## src/rtl/aging_priority_arbiter.sv

```systemverilog
// Aging priority arbiter: grants the requester with the highest static priority
// plus age, breaks ties round-robin, and holds each grant for up to HOLD_CYCLES.
module aging_priority_arbiter #(
  parameter int N           = 8,
  parameter int PRIO_W      = 4,
  parameter int AGE_W       = 4,
  parameter int HOLD_CYCLES = 4,
  parameter int IDX_W       = $clog2(N)
) (
  input  logic                clk,
  input  logic                rst,
  input  logic [N-1:0]        req,
  input  logic [N*PRIO_W-1:0] prt,
  output logic                valid,
  output logic [IDX_W-1:0]    grant,
  output logic [N-1:0]        grant_onehot
);

  localparam int EFF_W = ((PRIO_W > AGE_W) ? PRIO_W : AGE_W) + 1;
  localparam int HC_W  = (HOLD_CYCLES > 1) ? $clog2(HOLD_CYCLES) : 1;
  localparam logic [HC_W-1:0]  HOLD_LAST = HC_W'(HOLD_CYCLES - 1);
  localparam logic [AGE_W-1:0] AGE_MAX   = '1;
  localparam logic [IDX_W-1:0] PTR_INIT  = IDX_W'(N - 1);
  localparam logic [IDX_W:0]   N_EXT     = (IDX_W+1)'(N);
  localparam logic [N-1:0]     ONE_HOT0  = N'(1);

  typedef enum logic [0:0] {
    IDLE  = 1'b0,
    GRANT = 1'b1
  } state_t;

  state_t           state;
  logic [AGE_W-1:0] age [N];
  logic [HC_W-1:0]  hold_cnt;
  logic [IDX_W-1:0] ptr;
  logic [EFF_W-1:0] eff [N];
  logic [IDX_W-1:0] win_idx;
  logic             any_req;
  logic             hold_end;
  logic             arb;

  assign any_req = |req;

  always_comb begin
    for (int i = 0; i < N; i++) begin
      eff[i] = EFF_W'(prt[i*PRIO_W +: PRIO_W]) + EFF_W'(age[i]);
    end
  end

  // Scan starts just after the last winner; only a strictly larger eff
  // displaces an earlier candidate, which gives the round-robin tie break.
  always_comb begin
    logic             found;
    logic [EFF_W-1:0] best;
    logic [IDX_W:0]   sum;
    logic [IDX_W-1:0] idx;
    found   = 1'b0;
    best    = '0;
    sum     = '0;
    idx     = '0;
    win_idx = '0;
    for (int k = 1; k <= N; k++) begin
      sum = {1'b0, ptr} + (IDX_W+1)'(k);
      idx = (sum >= N_EXT) ? IDX_W'(sum - N_EXT) : IDX_W'(sum);
      if (req[idx] && (!found || eff[idx] > best)) begin
        found   = 1'b1;
        best    = eff[idx];
        win_idx = idx;
      end
    end
  end

  assign hold_end = (hold_cnt == HOLD_LAST) || !req[grant];
  assign arb      = (state == IDLE) ? any_req : (hold_end && any_req);

  always_ff @(posedge clk) begin
    if (!rst) begin
      state        <= IDLE;
      valid        <= 1'b0;
      grant        <= '0;
      grant_onehot <= '0;
      hold_cnt     <= '0;
      ptr          <= PTR_INIT;
      for (int i = 0; i < N; i++) begin
        age[i] <= '0;
      end
    end else begin
      for (int i = 0; i < N; i++) begin
        if (!req[i]) begin
          age[i] <= '0;
        end else if (arb) begin
          if (IDX_W'(i) == win_idx) begin
            age[i] <= '0;
          end else if (age[i] != AGE_MAX) begin
            age[i] <= age[i] + 1'b1;
          end
        end
      end

      if (arb) begin
        state        <= GRANT;
        valid        <= 1'b1;
        grant        <= win_idx;
        grant_onehot <= ONE_HOT0 << win_idx;
        ptr          <= win_idx;
        hold_cnt     <= '0;
      end else if (state == GRANT) begin
        if (hold_end) begin
          // Nobody left requesting: grant keeps its last index on purpose.
          state        <= IDLE;
          valid        <= 1'b0;
          grant_onehot <= '0;
          hold_cnt     <= '0;
        end else begin
          hold_cnt <= hold_cnt + 1'b1;
        end
      end
    end
  end

endmodule

```

## config.mk

```make
export PLATFORM = sky130hd
export DESIGN_NAME = aging_priority_arbiter
export DESIGN_NICKNAME = d
export VERILOG_FILES = /design/src/rtl/aging_priority_arbiter.sv
export SDC_FILE = /design/constraint.sdc
export NUM_CORES = 1
export LEC_CHECK = 0
export CAP_MARGIN = 20
export CORE_UTILIZATION = 45
export DETAILED_ROUTE_END_ITERATION = 8
export PLACE_DENSITY = 0.64
export SETUP_SLACK_MARGIN = 0.3
export SLEW_MARGIN = 5
export SYNTH_ARGS = -nofsm -noshare
export SYNTH_HDL_FRONTEND = slang
export SYNTH_SLANG_ARGS = --single-unit
```

## constraint.sdc

```tcl
create_clock -name clk -period 18.6 [get_ports clk]
set_input_delay 1.86 -clock clk [delete_from_list [all_inputs] [get_ports clk]]
set_output_delay 1.86 -clock clk [all_outputs]
set_load 0.005 [all_outputs]
```

==> results of run 1 <==
[layer usage]
metal	global-route usage (%)	vias up	share of wire, %
li1	-	2939	-
met1	35.10	3015	43
met2	44.78	243	47
met3	2.638	54	5.5
met4	13.10	0	4.8
met5	0	-	0
[worst register-to-register path, delay by kind of cell (launching register included)]
family                     cells  cell delay, ns
buffers and inverters          5            1.49
muxes                          2            0.93
adders and majority gates      8            2.43
AOI/OAI and AO/OA             33            7.67
and+or+nand+nor               14            2.54
DFF                            1            0.31
[synth_stat cells (all sizes together) (3+ instances only)]
cell     number  share of area, %
nor3b         5              0.53
nand2b        3              0.27
fa            8               2.3
ha           78                14
clkbuf       21               1.1
o22ai         8              0.71
dfxtp        18               5.1
o31ai         3              0.32
o2111ai       3              0.37
a21o         31               3.3
o21a         15               1.6
a22oi         3              0.32
mux2i        44               6.7
and3          8              0.73
xnor2        23               3.1
mux4         47                15
o211ai        7              0.74
edfxtp       32                14
a211oi        6              0.64
inv          25               1.3
a211o         3              0.37
a21oi        36               2.8
nor2         50               2.8
and2         14               1.3
a311oi        3              0.62
a31oi         5              0.53
mux2         10               1.6
nand2        89               4.8
nor4         11              0.97
nor2b        10              0.92
nand3        41               2.9
o21ai        21               1.6
buf          15               1.0
xor2         14               1.7
nor3          9              0.64
a22o          6              0.74
[final cells by class]
| type | count | area share (%) |
|---|---|---|
| Clock buffer | 6 | 1.754 |
| Clock inverter | 2 | 0.1581 |
| Inverter | 25 | 1.185 |
| Multi-Input combinational cell | 641 | 69.50 |
| Sequential cell | 50 | 16.71 |
| Tap cell | 211 | 3.335 |
| Timing Repair Buffer | 60 | 7.365 |
[cells by family (layout without fill, tap and decap cells)]
| kind of cell | count (synthesis) | in the layout | share of synthesized area (%) |
|---|---|---|---|
| compound gates | 167 | 167 | 16.89 |
| xor+xnor | 37 | 37 | 4.798 |
| fa+ha+maj | 86 | 86 | 16.08 |
| buf+inv | 61 | 93 | 3.453 |
| flops | 50 | 50 | 18.70 |
| mux | 101 | 101 | 23.32 |
| simple gates | 250 | 250 | 16.77 |
[per-stage QoR]
step	std cells	hold slack, ns
finish	995	0.4699
global route	995	0.5039
CTS	995	0.4662
detailed placement	987	0.4533
global placement	987	0.4603
floorplan	752	0.4423
[how the worst max path moves through the flow]
stage	to	slack [ns]	from	cells after the start
6_report	age[0][3]	1.95	prt[21]	63
5_1_grt	age[0][2]	0.92	prt[5]	64
4_1_cts	age[0][3]	2.07	prt[21]	63
3_5_place_dp	age[0][1]	1.83	prt[21]	63
3_3_place_gp	age[0][1]	2.26	prt[21]	63
2_1_floorplan	age[1][0]	4.28	prt[4]	64
[sequential cells by signal, summed over array words and instances, names as in the netlist]
name and count:
age 32, grant_onehot 8, grant 3, ptr 3, hold_cnt 2, state 1, valid 1
==> reports/summary.log, run 1 <==
INFO  finish         area.sequential=1323um^2
INFO  finish         layout_common_cells=88 x nand2_1, 78 x ha_1, 53 x clkdlybuf4s50_1
INFO  setup_path     setup.worst_path.class=in -> reg
INFO  clocking       clock_tree_from_tritoncts=yes
INFO  setup_path     timing.rr.end=age[0][3]
INFO  clocking       cts_max_path_buffers=2
INFO  sta            totalNegativeSetupSlack=0ns
INFO  setup_path     critPathCaptureType=register
INFO  sta            final.setup.worst_slack=1.948ns
INFO  sta            setup_repair_after_global_routing_missed_its_margin=no
INFO  finish         finalCoreUtilization=51.88%
INFO  yosys          async_reset_ff_share=0%
INFO  sta            tightest_slew=0.9561ns
INFO  setup_path     reg2regPathDepth=62
INFO  yosys          syn_area=7067um^2
INFO  route          vias=6251
INFO  clocking       cts_resized=0
INFO  clocking       post-cts-setup-buffer-count=0
INFO  grt            grt_max_degree=48
INFO  hold_path      holdCritStartpoint=grant_onehot[0]
INFO  finish         n_fill_cell=1433
INFO  yosys          yosysSeqAreaShare=18.70%
INFO  die            die_extent_in_y=127.3um
INFO  setup_path     path_delay_family=compound AO/OA/AOI/OAI gates
INFO  placement      post_dp_cell_area=7765um^2
INFO  grt            number_of_global_route_vias_before_repair=6058
INFO  setup_path     critical_path_arrival=16.58ns
INFO  grt            grt_antenna_before_repair=0
INFO  grt            overflow=0
INFO  setup_path     worst_path_max_delay_cell=o21bai_1
INFO  hold_path      number_of_cells_on_the_worst_hold_path=2
INFO  clocking       cts.clk_slew.worst_paths=0.07ns
INFO  die            dieWidth=127.3um
INFO  sta            max_freq=0.06005GHz
INFO  yosys          synth_edf_count=32
INFO  yosys          synth_cell_type_count=75
INFO  sta            timing.final.crit_period=16.65ns
INFO  finish         final_common_cell=nand2_1
INFO  finish         multi_input_area=5502um^2
INFO  yosys          synthFlopType=edfxtp_1
INFO  finish         nNetsFinal=911
INFO  placement      detailed_place_hpwl=17.54mm
INFO  clocking       cts.htree.levels=2
INFO  sta            maxSlewHeadroom=36.04%
INFO  yosys          mappedNetlistNets=880
INFO  setup_path     crit_path_max_fanout=15
INFO  finish         finalInstanceArea=7916um^2
INFO  die            num_io_pins=54
INFO  finish         area.growth.synth_to_final=12.02%
INFO  route          first_iter_violations=425
INFO  placement      gp_routability_congestion=1.047
INFO  clocking       insertion_delay=0.30ns
INFO  setup_path     path_common_cell=ha_1
INFO  yosys          ys.warnings.count=0
INFO  finish         diodes=0
INFO  placement      detailedPlace.worstSlack=1.831ns
INFO  sta            timing.final.crit_share=89.53%
INFO  setup_path     worstSetupStartpointType=input pin
INFO  clocking       cts_root_buf=clkbuf_16
INFO  route          vias_per_cell=6.282
INFO  placement      port-buffer-count=53
INFO  yosys          postSynthAreaPerCell=9.397um^2
INFO  route          route.antenna.remaining_nets=0
INFO  sta            fin_skew=0.007878ns
INFO  clocking       cts_inserted_buffers=5
INFO  setup_path     timing.critical_path.required=18.53ns
INFO  run_status     run_status=finished clean
INFO  sta            finalHoldViolations=0
INFO  setup_path     reg2reg_setup_slack=2.89ns
INFO  sta            count_of_final_setup_violators=0
INFO  setup_path     regToRegStartpoint=ptr[1]
INFO  die            placeableCoreArea=15260um^2
INFO  hold_path      hold_path_end=grant_onehot[0]
INFO  finish         drive_gt1_share=12.24%
INFO  grt            globalRouteTotalUtil=26.89%
INFO  run            max_cap_violations=0
INFO  sta            timing.final.max_slew_violations=0
INFO  route          post_drt_wl_per_cell=21.24um
INFO  grt            grt_pass1_wl=33.31mm
INFO  yosys          ys_ff_latch=50
INFO  route          drt_pre_antenna_iters=5
INFO  hold_path      worstHoldPathType=reg -> reg
INFO  die            total_number_of_placement_rows=45
INFO  die            die_area=16210um^2
INFO  clocking       clock_tree_sinks=50
INFO  setup_path     cpPeakStageDelay=0.60ns
INFO  die            effective_utilization_at_floorplan=46.31%
INFO  route          drc=0
INFO  route          wl=21.14mm
INFO  setup_path     critical_path_buf_inv_count=4
INFO  clocking       hold_bufs_at_cts=0
INFO  yosys          syn_inst=752
Power of run 1 is not shown: default switching activity piles up to over one toggle a cycle in this logic, so the estimate is an artifact.
==> run 2, diff against run 1 <==
--- a/config.mk
+++ b/config.mk
@@ -7,6 +7,7 @@
 export LEC_CHECK = 0
 export CAP_MARGIN = 20
 export CORE_UTILIZATION = 45
+export CTS_BUF_LIST = sky130_fd_sc_hd__clkbuf_16
 export DETAILED_ROUTE_END_ITERATION = 8
 export PLACE_DENSITY = 0.64
 export SETUP_SLACK_MARGIN = 0.3
==> run 2 against run 1 <==
  * Utilization decreased by 0.066 points
  * Sequential cell count unchanged
  * Sequential share of layout area about the same
  * Cell count unchanged
  * Critical path type unchanged
  * Via count decreased by 0.14%
  * Count of clock-buffer cells in the layout decreased by 1
  * Design area decreased by 0.13%
  * Routed wire length increased by 0.39%
  * Global-route usage about the same
  * Critical endpoint unchanged
==> reports/summary.log, run 2 (same netlist as run 1, synthesis figures left out) <==
INFO  setup_path     reg2regPathDepth=62 [unchanged]
INFO  hold_path      holdCritStartpoint=grant_onehot[0] [unchanged]
INFO  die            die_extent_in_y=127.3um [unchanged]
INFO  sta            maxSlewHeadroom=37.23% [was 36.04%]
INFO  route          route.antenna.remaining_nets=0 [unchanged]
INFO  clocking       cts_max_path_buffers=2 [unchanged]
INFO  clocking       hold_bufs_at_cts=0 [unchanged]
INFO  die            placeableCoreArea=15260um^2 [unchanged]
INFO  sta            setup_repair_after_global_routing_missed_its_margin=no [unchanged]
INFO  run            max_cap_violations=0 [unchanged]
INFO  sta            timing.final.crit_period=16.67ns [was 16.65 ns]
INFO  setup_path     timing.critical_path.required=18.53ns [about the same]
INFO  die            dieWidth=127.3um [unchanged]
INFO  setup_path     setup.worst_path.class=in -> reg [unchanged]
INFO  clocking       cts_resized=0 [unchanged]
INFO  setup_path     worst_path_max_delay_cell=o21bai_1 [unchanged]
INFO  setup_path     reg2reg_setup_slack=2.86ns [was 2.89 ns]
INFO  die            num_io_pins=54 [unchanged]
INFO  finish         largest_reg_flops=32 [unchanged]
INFO  die            die_area=16210um^2 [unchanged]
INFO  grt            grt_antenna_before_repair=0 [unchanged]
INFO  grt            number_of_global_route_vias_before_repair=6058 [unchanged]
INFO  grt            grt_pass1_wl=33.30mm [was 33.31 mm]
INFO  route          wl=21.22mm [was 21.14 mm]
INFO  finish         top_registers=age: 32 flops, grant_onehot: 8 flops [unchanged]
INFO  sta            timing.final.crit_share=89.63% [was 89.53%]
INFO  clocking       post-cts-setup-buffer-count=0 [unchanged]
INFO  setup_path     regToRegStartpoint=ptr[1] [unchanged]
INFO  hold_path      hold_path_end=grant_onehot[0] [unchanged]
INFO  grt            grt_max_degree=48 [unchanged]
INFO  die            effective_utilization_at_floorplan=46.31% [unchanged]
INFO  setup_path     crit_path_max_fanout=15 [unchanged]
INFO  clocking       clock_tree_sinks=50 [unchanged]
INFO  setup_path     critPathCaptureType=register [unchanged]
INFO  setup_path     timing.rr.end=age[0][3] [unchanged]
INFO  clocking       cts.htree.levels=2 [unchanged]
INFO  clocking       cts_inserted_buffers=5 [unchanged]
INFO  sta            totalNegativeSetupSlack=0ns [unchanged]
INFO  placement      port-buffer-count=53 [unchanged]
INFO  route          post_drt_wl_per_cell=21.33um [was 21.24 um]
INFO  clocking       clock_tree_from_tritoncts=yes [unchanged]
INFO  die            total_number_of_placement_rows=45 [unchanged]
INFO  finish         final_common_cell=nand2_1 [unchanged]
INFO  setup_path     critical_path_arrival=16.60ns [was 16.58 ns]
INFO  placement      gp_routability_congestion=1.047 [unchanged]
INFO  route          vias_per_cell=6.273 [was 6.282]
INFO  finish         registers.top_by_ff_count=age [unchanged]
INFO  finish         drive_gt1_share=12.12% [was 12.24%]
INFO  route          vias=6242 [was 6251]
INFO  sta            count_of_final_setup_violators=0 [unchanged]
INFO  setup_path     path_common_cell=ha_1 [unchanged]
INFO  run_status     run_status=finished clean [unchanged]
INFO  route          drc=0 [unchanged]
INFO  finish         nNetsFinal=911 [unchanged]
INFO  sta            finalHoldViolations=0 [unchanged]
INFO  clocking       insertion_delay=0.30ns [about the same]
INFO  sta            fin_skew=0.009038ns [was 0.007878 ns]
INFO  clocking       cts.clk_slew.worst_paths=0.07ns [about the same]
INFO  finish         layout_common_cells=88 x nand2_1, 78 x ha_1, 53 x clkdlybuf4s50_1 [unchanged]
INFO  hold_path      number_of_cells_on_the_worst_hold_path=2 [unchanged]
INFO  sta            timing.final.max_slew_violations=0 [unchanged]
INFO  sta            max_freq=0.05998GHz [was 0.06005 GHz]
INFO  sta            tightest_slew=0.9384ns [was 0.9561 ns]
INFO  setup_path     worstSetupStartpointType=input pin [unchanged]
INFO  placement      detailed_place_hpwl=17.54mm [unchanged]
INFO  finish         diodes=0 [unchanged]
INFO  clocking       cts_root_buf=clkbuf_16 [unchanged]
INFO  route          drt_pre_antenna_iters=5 [unchanged]
INFO  finish         n_fill_cell=1436 [was 1433]
INFO  route          first_iter_violations=438 [was 425]
INFO  finish         area.growth.synth_to_final=11.88% [was 12.02%]
INFO  setup_path     cpPeakStageDelay=0.60ns [about the same]
INFO  hold_path      worstHoldPathType=reg -> reg [unchanged]
INFO  grt            globalRouteTotalUtil=26.88% [was 26.89%]
INFO  grt            overflow=0 [unchanged]
[run 2: changes by cell type in the layout (fill, tap and decap cells not counted)]
cell,change
clkinv_1,+1
clkbuf_8,-1
[run 2: final cells by class]
cell class	instances	area [um^2]	share of cell area [%]
multi-input cells	641	5502	69.58
flip-flops and latches	50	1323	16.73
repair buffers	60	583.1	7.375
well taps	211	264.0	3.339
clock buffers	5	125.1	1.583
inverters	25	93.84	1.187
clock inverters	3	16.27	0.2057
[run 2: metrics by stage]
step                hold slack, ns  utilization (%)  setup slack (ns)  std cells  instance area, um^2
floorplan                   0.4423                -             4.276        752                 7067
global placement            0.4603            50.89             2.261        987                 7765
CTS                         0.4662            51.82             2.068        995                 7906
global route                0.5039            51.82            0.9157        995                 7906
finish                      0.4673            51.82             1.929        995                 7906
detailed placement          0.4533            50.89             1.831        987                 7765
[run 2: worst max path at each step]
| stage | start | to | slack, ns | cells after the start |
|---|---|---|---|---|
| after floorplan | prt[4] | age[1][0] | 4.28 | 64 |
| final | prt[29] | age[0][3] | 1.93 | 63 |
| after detailed placement | prt[21] | age[0][1] | 1.83 | 63 |
| after global routing | prt[5] | age[0][2] | 0.92 | 64 |
| after CTS | prt[21] | age[0][3] | 2.07 | 63 |
| after global placement | prt[21] | age[0][1] | 2.26 | 63 |
[run 2: critical path: cells and delay by family]
kind / cells / cell delay (ns)
mux: 3 / 1.20
fa+ha+maj: 8 / 2.39
buf+inv: 4 / 0.90
xor+xnor: 1 / 0.15
compound gates: 34 / 7.78
simple gates: 13 / 2.30
[run 2: per-layer routing]
| metal | track usage, % | routed length (um) | vias up |
|---|---|---|---|
| li1 | - | - | 2939 |
| met1 | 35.07 | 9054 | 3000 |
| met2 | 44.78 | 10010 | 252 |
| met3 | 2.638 | 1167 | 51 |
| met4 | 13.10 | 986 | 0 |
| met5 | 0 | 0 | - |
Power of run 2 is left out for the same reason.
==> run 3, diff against run 2 <==
--- a/config.mk
+++ b/config.mk
@@ -6,6 +6,7 @@
 export NUM_CORES = 1
 export LEC_CHECK = 0
 export CAP_MARGIN = 20
+export CORE_ASPECT_RATIO = 0.6
 export CORE_UTILIZATION = 45
 export CTS_BUF_LIST = sky130_fd_sc_hd__clkbuf_16
 export DETAILED_ROUTE_END_ITERATION = 8
@@ -15,3 +16,4 @@
 export SYNTH_ARGS = -nofsm -noshare
 export SYNTH_HDL_FRONTEND = slang
 export SYNTH_SLANG_ARGS = --single-unit
+export TNS_END_PERCENT = 1
==> run 3 against run 2 <==
  * Sequential share of layout area about the same
  * Register-to-register slack got worse by 0.14 ns
  * Critical path depth stayed put
  * Count of clock-buffer cells in the layout unchanged
  * Worst hold slack worse by 0.0058 ns
  * Global-route usage increased by 3.7 points
  * Utilization shrank 0.12 points
  * Cell count decreased by 0.80%
  * Clock skew is 0.00084 ns higher
  * Non-clock buffer count stayed put
  * Worst setup slack lost 0.21 ns
  * Design area increased by 0.22%
  * Critical endpoint is now age[0][1]
==> reports/summary.log, run 3 (same netlist as run 1, synthesis figures left out) <==
INFO  setup_path     crit_path_max_fanout=15 [unchanged]
INFO  sta            finalHoldWorstSlack=0.4614ns [was 0.4673 ns]
INFO  clocking       cts.htree.levels=2 [unchanged]
INFO  die            total_number_of_placement_rows=35 [was 45]
INFO  route          wl=23.92mm [was 21.22 mm]
INFO  finish         top_registers=age: 32 flops, grant_onehot: 8 flops [unchanged]
INFO  finish         nNetsFinal=911 [unchanged]
INFO  clocking       insertion_delay=0.30ns [about the same]
INFO  clocking       cts_max_path_buffers=2 [unchanged]
INFO  clocking       clock_tree_from_tritoncts=yes [unchanged]
INFO  die            die_extent_in_y=99.07um [was 127.3 um]
INFO  setup_path     regToRegStartpoint=ptr[1] [unchanged]
INFO  setup_path     cpPeakStageDelay=0.66ns [was 0.60 ns]
INFO  hold_path      hold_path_end=grant_onehot[0] [unchanged]
INFO  setup_path     reg2regPathDepth=60 [was 62]
INFO  die            die_area=16230um^2 [was 16210 um^2]
INFO  grt            grt_antenna_before_repair=0 [unchanged]
INFO  setup_path     setup.worst_path.class=in -> reg [unchanged]
INFO  clocking       hold_bufs_at_cts=0 [unchanged]
INFO  finish         registers.top_by_ff_count=age [unchanged]
INFO  finish         final_common_cell=nand2_1 [unchanged]
INFO  setup_path     worstSetupStartpointType=input pin [unchanged]
INFO  grt            grt_max_degree=48 [unchanged]
INFO  finish         area.growth.synth_to_final=12.13% [was 11.88%]
INFO  grt            overflow=0 [unchanged]
INFO  placement      detailedPlace.worstSlack=1.788ns [was 1.831 ns]
INFO  sta            timing.final.max_slew_violations=0 [unchanged]
INFO  placement      place_inst=978 [was 987]
INFO  finish         drive_gt1_share=12.37% [was 12.12%]
INFO  setup_path     critical_path_arrival=16.83ns [was 16.60 ns]
INFO  die            effective_utilization_at_floorplan=46.11% [was 46.31%]
INFO  sta            setup_repair_after_global_routing_missed_its_margin=no [unchanged]
INFO  clocking       cts_root_buf=clkbuf_16 [unchanged]
INFO  route          drt_pre_antenna_iters=5 [unchanged]
INFO  sta            totalNegativeSetupSlack=0ns [unchanged]
INFO  sta            tightest_slew=0.9864ns [was 0.9384 ns]
INFO  hold_path      holdCritStartpoint=grant_onehot[0] [unchanged]
INFO  clocking       cts_inserted_buffers=5 [unchanged]
INFO  route          first_iter_violations=645 [was 438]
INFO  setup_path     worst_setup_path_startpoint=prt[20] [was prt[29]]
INFO  finish         n_fill_cell=1395 [was 1436]
INFO  clocking       cts.clk_slew.worst_paths=0.07ns [about the same]
INFO  route          drc=0 [unchanged]
INFO  setup_path     worst_path_max_delay_cell=o21bai_1 [unchanged]
INFO  route          vias=6454 [was 6242]
INFO  route          post_drt_wl_per_cell=24.23um [was 21.33 um]
INFO  clocking       cts_resized=0 [unchanged]
INFO  sta            fin_skew=0.009882ns [was 0.009038 ns]
INFO  placement      gp_routability_congestion=0.9918 [was 1.047]
INFO  finish         diodes=0 [unchanged]
INFO  die            dieWidth=163.8um [was 127.3 um]
INFO  die            placeableCoreArea=15330um^2 [was 15260 um^2]
INFO  sta            maxSlewHeadroom=34.02% [was 37.23%]
INFO  sta            finalHoldViolations=0 [unchanged]
INFO  placement      port-buffer-count=53 [unchanged]
INFO  sta            max_freq=0.05924GHz [was 0.05998 GHz]
INFO  setup_path     path_common_cell=ha_1 [unchanged]
INFO  hold_path      worstHoldPathType=reg -> reg [unchanged]
INFO  sta            count_of_final_setup_violators=0 [unchanged]
INFO  finish         final-instance-count-excl-fill=987 [was 995]
INFO  die            num_io_pins=54 [unchanged]
INFO  grt            globalRouteTotalUtil=30.59% [was 26.88%]
INFO  sta            final.setup.worst_slack=1.718ns [was 1.929 ns]
INFO  finish         largest_reg_flops=32 [unchanged]
INFO  clocking       post-cts-setup-buffer-count=0 [unchanged]
INFO  run            max_cap_violations=0 [unchanged]
INFO  route          route.antenna.remaining_nets=0 [unchanged]
INFO  grt            grt_pass1_wl=36.56mm [was 33.30 mm]
INFO  sta            timing.final.crit_share=90.76% [was 89.63%]
INFO  setup_path     critPathCaptureType=register [unchanged]
INFO  route          vias_per_cell=6.539 [was 6.273]
INFO  hold_path      number_of_cells_on_the_worst_hold_path=2 [unchanged]
INFO  finish         layout_common_cells=88 x nand2_1, 78 x ha_1, 53 x clkdlybuf4s50_1 [unchanged]
INFO  run_status     run_status=finished clean [unchanged]
INFO  placement      detailed_place_hpwl=19.68mm [was 17.54 mm]
INFO  setup_path     timing.rr.end=age[0][1] [was age[0][3]]
INFO  setup_path     timing.critical_path.required=18.54ns [was 18.53 ns]
INFO  grt            number_of_global_route_vias_before_repair=5984 [was 6058]
INFO  setup_path     reg2reg_setup_slack=2.72ns [was 2.86 ns]
INFO  sta            timing.final.crit_period=16.88ns [was 16.67 ns]
INFO  clocking       clock_tree_sinks=50 [unchanged]
==> run 3: cell types whose count changed in the layout (fill, tap and decap cells not counted), sizes merged <==
cell	previous run	this run
bufinv	0	1
inv	25	26
clkinv	3	1
==> run 3: through the flow <==
step | instance area (um^2) | util [%]
after floorplan | 7067 | -
after global routing | 7924 | 51.70
after global placement | 7747 | 50.55
after CTS | 7916 | 51.65
after detailed placement | 7747 | 50.55
final | 7924 | 51.70
==> run 3: final cells by class <==
class | count | area (um^2) | area share (%)
multi-input cells | 641 | 5502 | 69.43
clock inverters | 3 | 43.79 | 0.5527
repair buffers | 60 | 583.1 | 7.358
clock buffers | 5 | 125.1 | 1.579
inverters | 25 | 93.84 | 1.184
well taps | 203 | 254.0 | 3.205
flip-flops and latches | 50 | 1323 | 16.69
==> run 3: worst max path at each step <==
stage	cells past startpoint	slack, ns	to
after global placement	66	2.07	age[0][1]
after floorplan	64	4.28	age[1][0]
after CTS	62	2.02	age[0][1]
after detailed placement	62	1.79	age[0][1]
final	63	1.72	age[0][1]
after global routing	64	0.58	age[0][3]
==> run 3: layer usage <==
metal  up-vias  GRT usage (%)  part of all wire, %
li1       2934              -                    -
met1      3144          46.98                   47
met5         -              0                    0
met4         0          4.772                  1.2
met3        24          10.35                   12
met2       352          41.17                   39
==> run 3: critical path: cells and delay by family <==
kind	cells	cell delay, ns
xor gates and xnor gates	1	0.20
muxes	4	1.09
buffers and inverters	4	0.86
adders and majority gates	9	2.80
AOI/OAI and AO/OA	35	8.28
and+or+nand+nor	10	1.69
Power of run 3 is left out for the same reason.
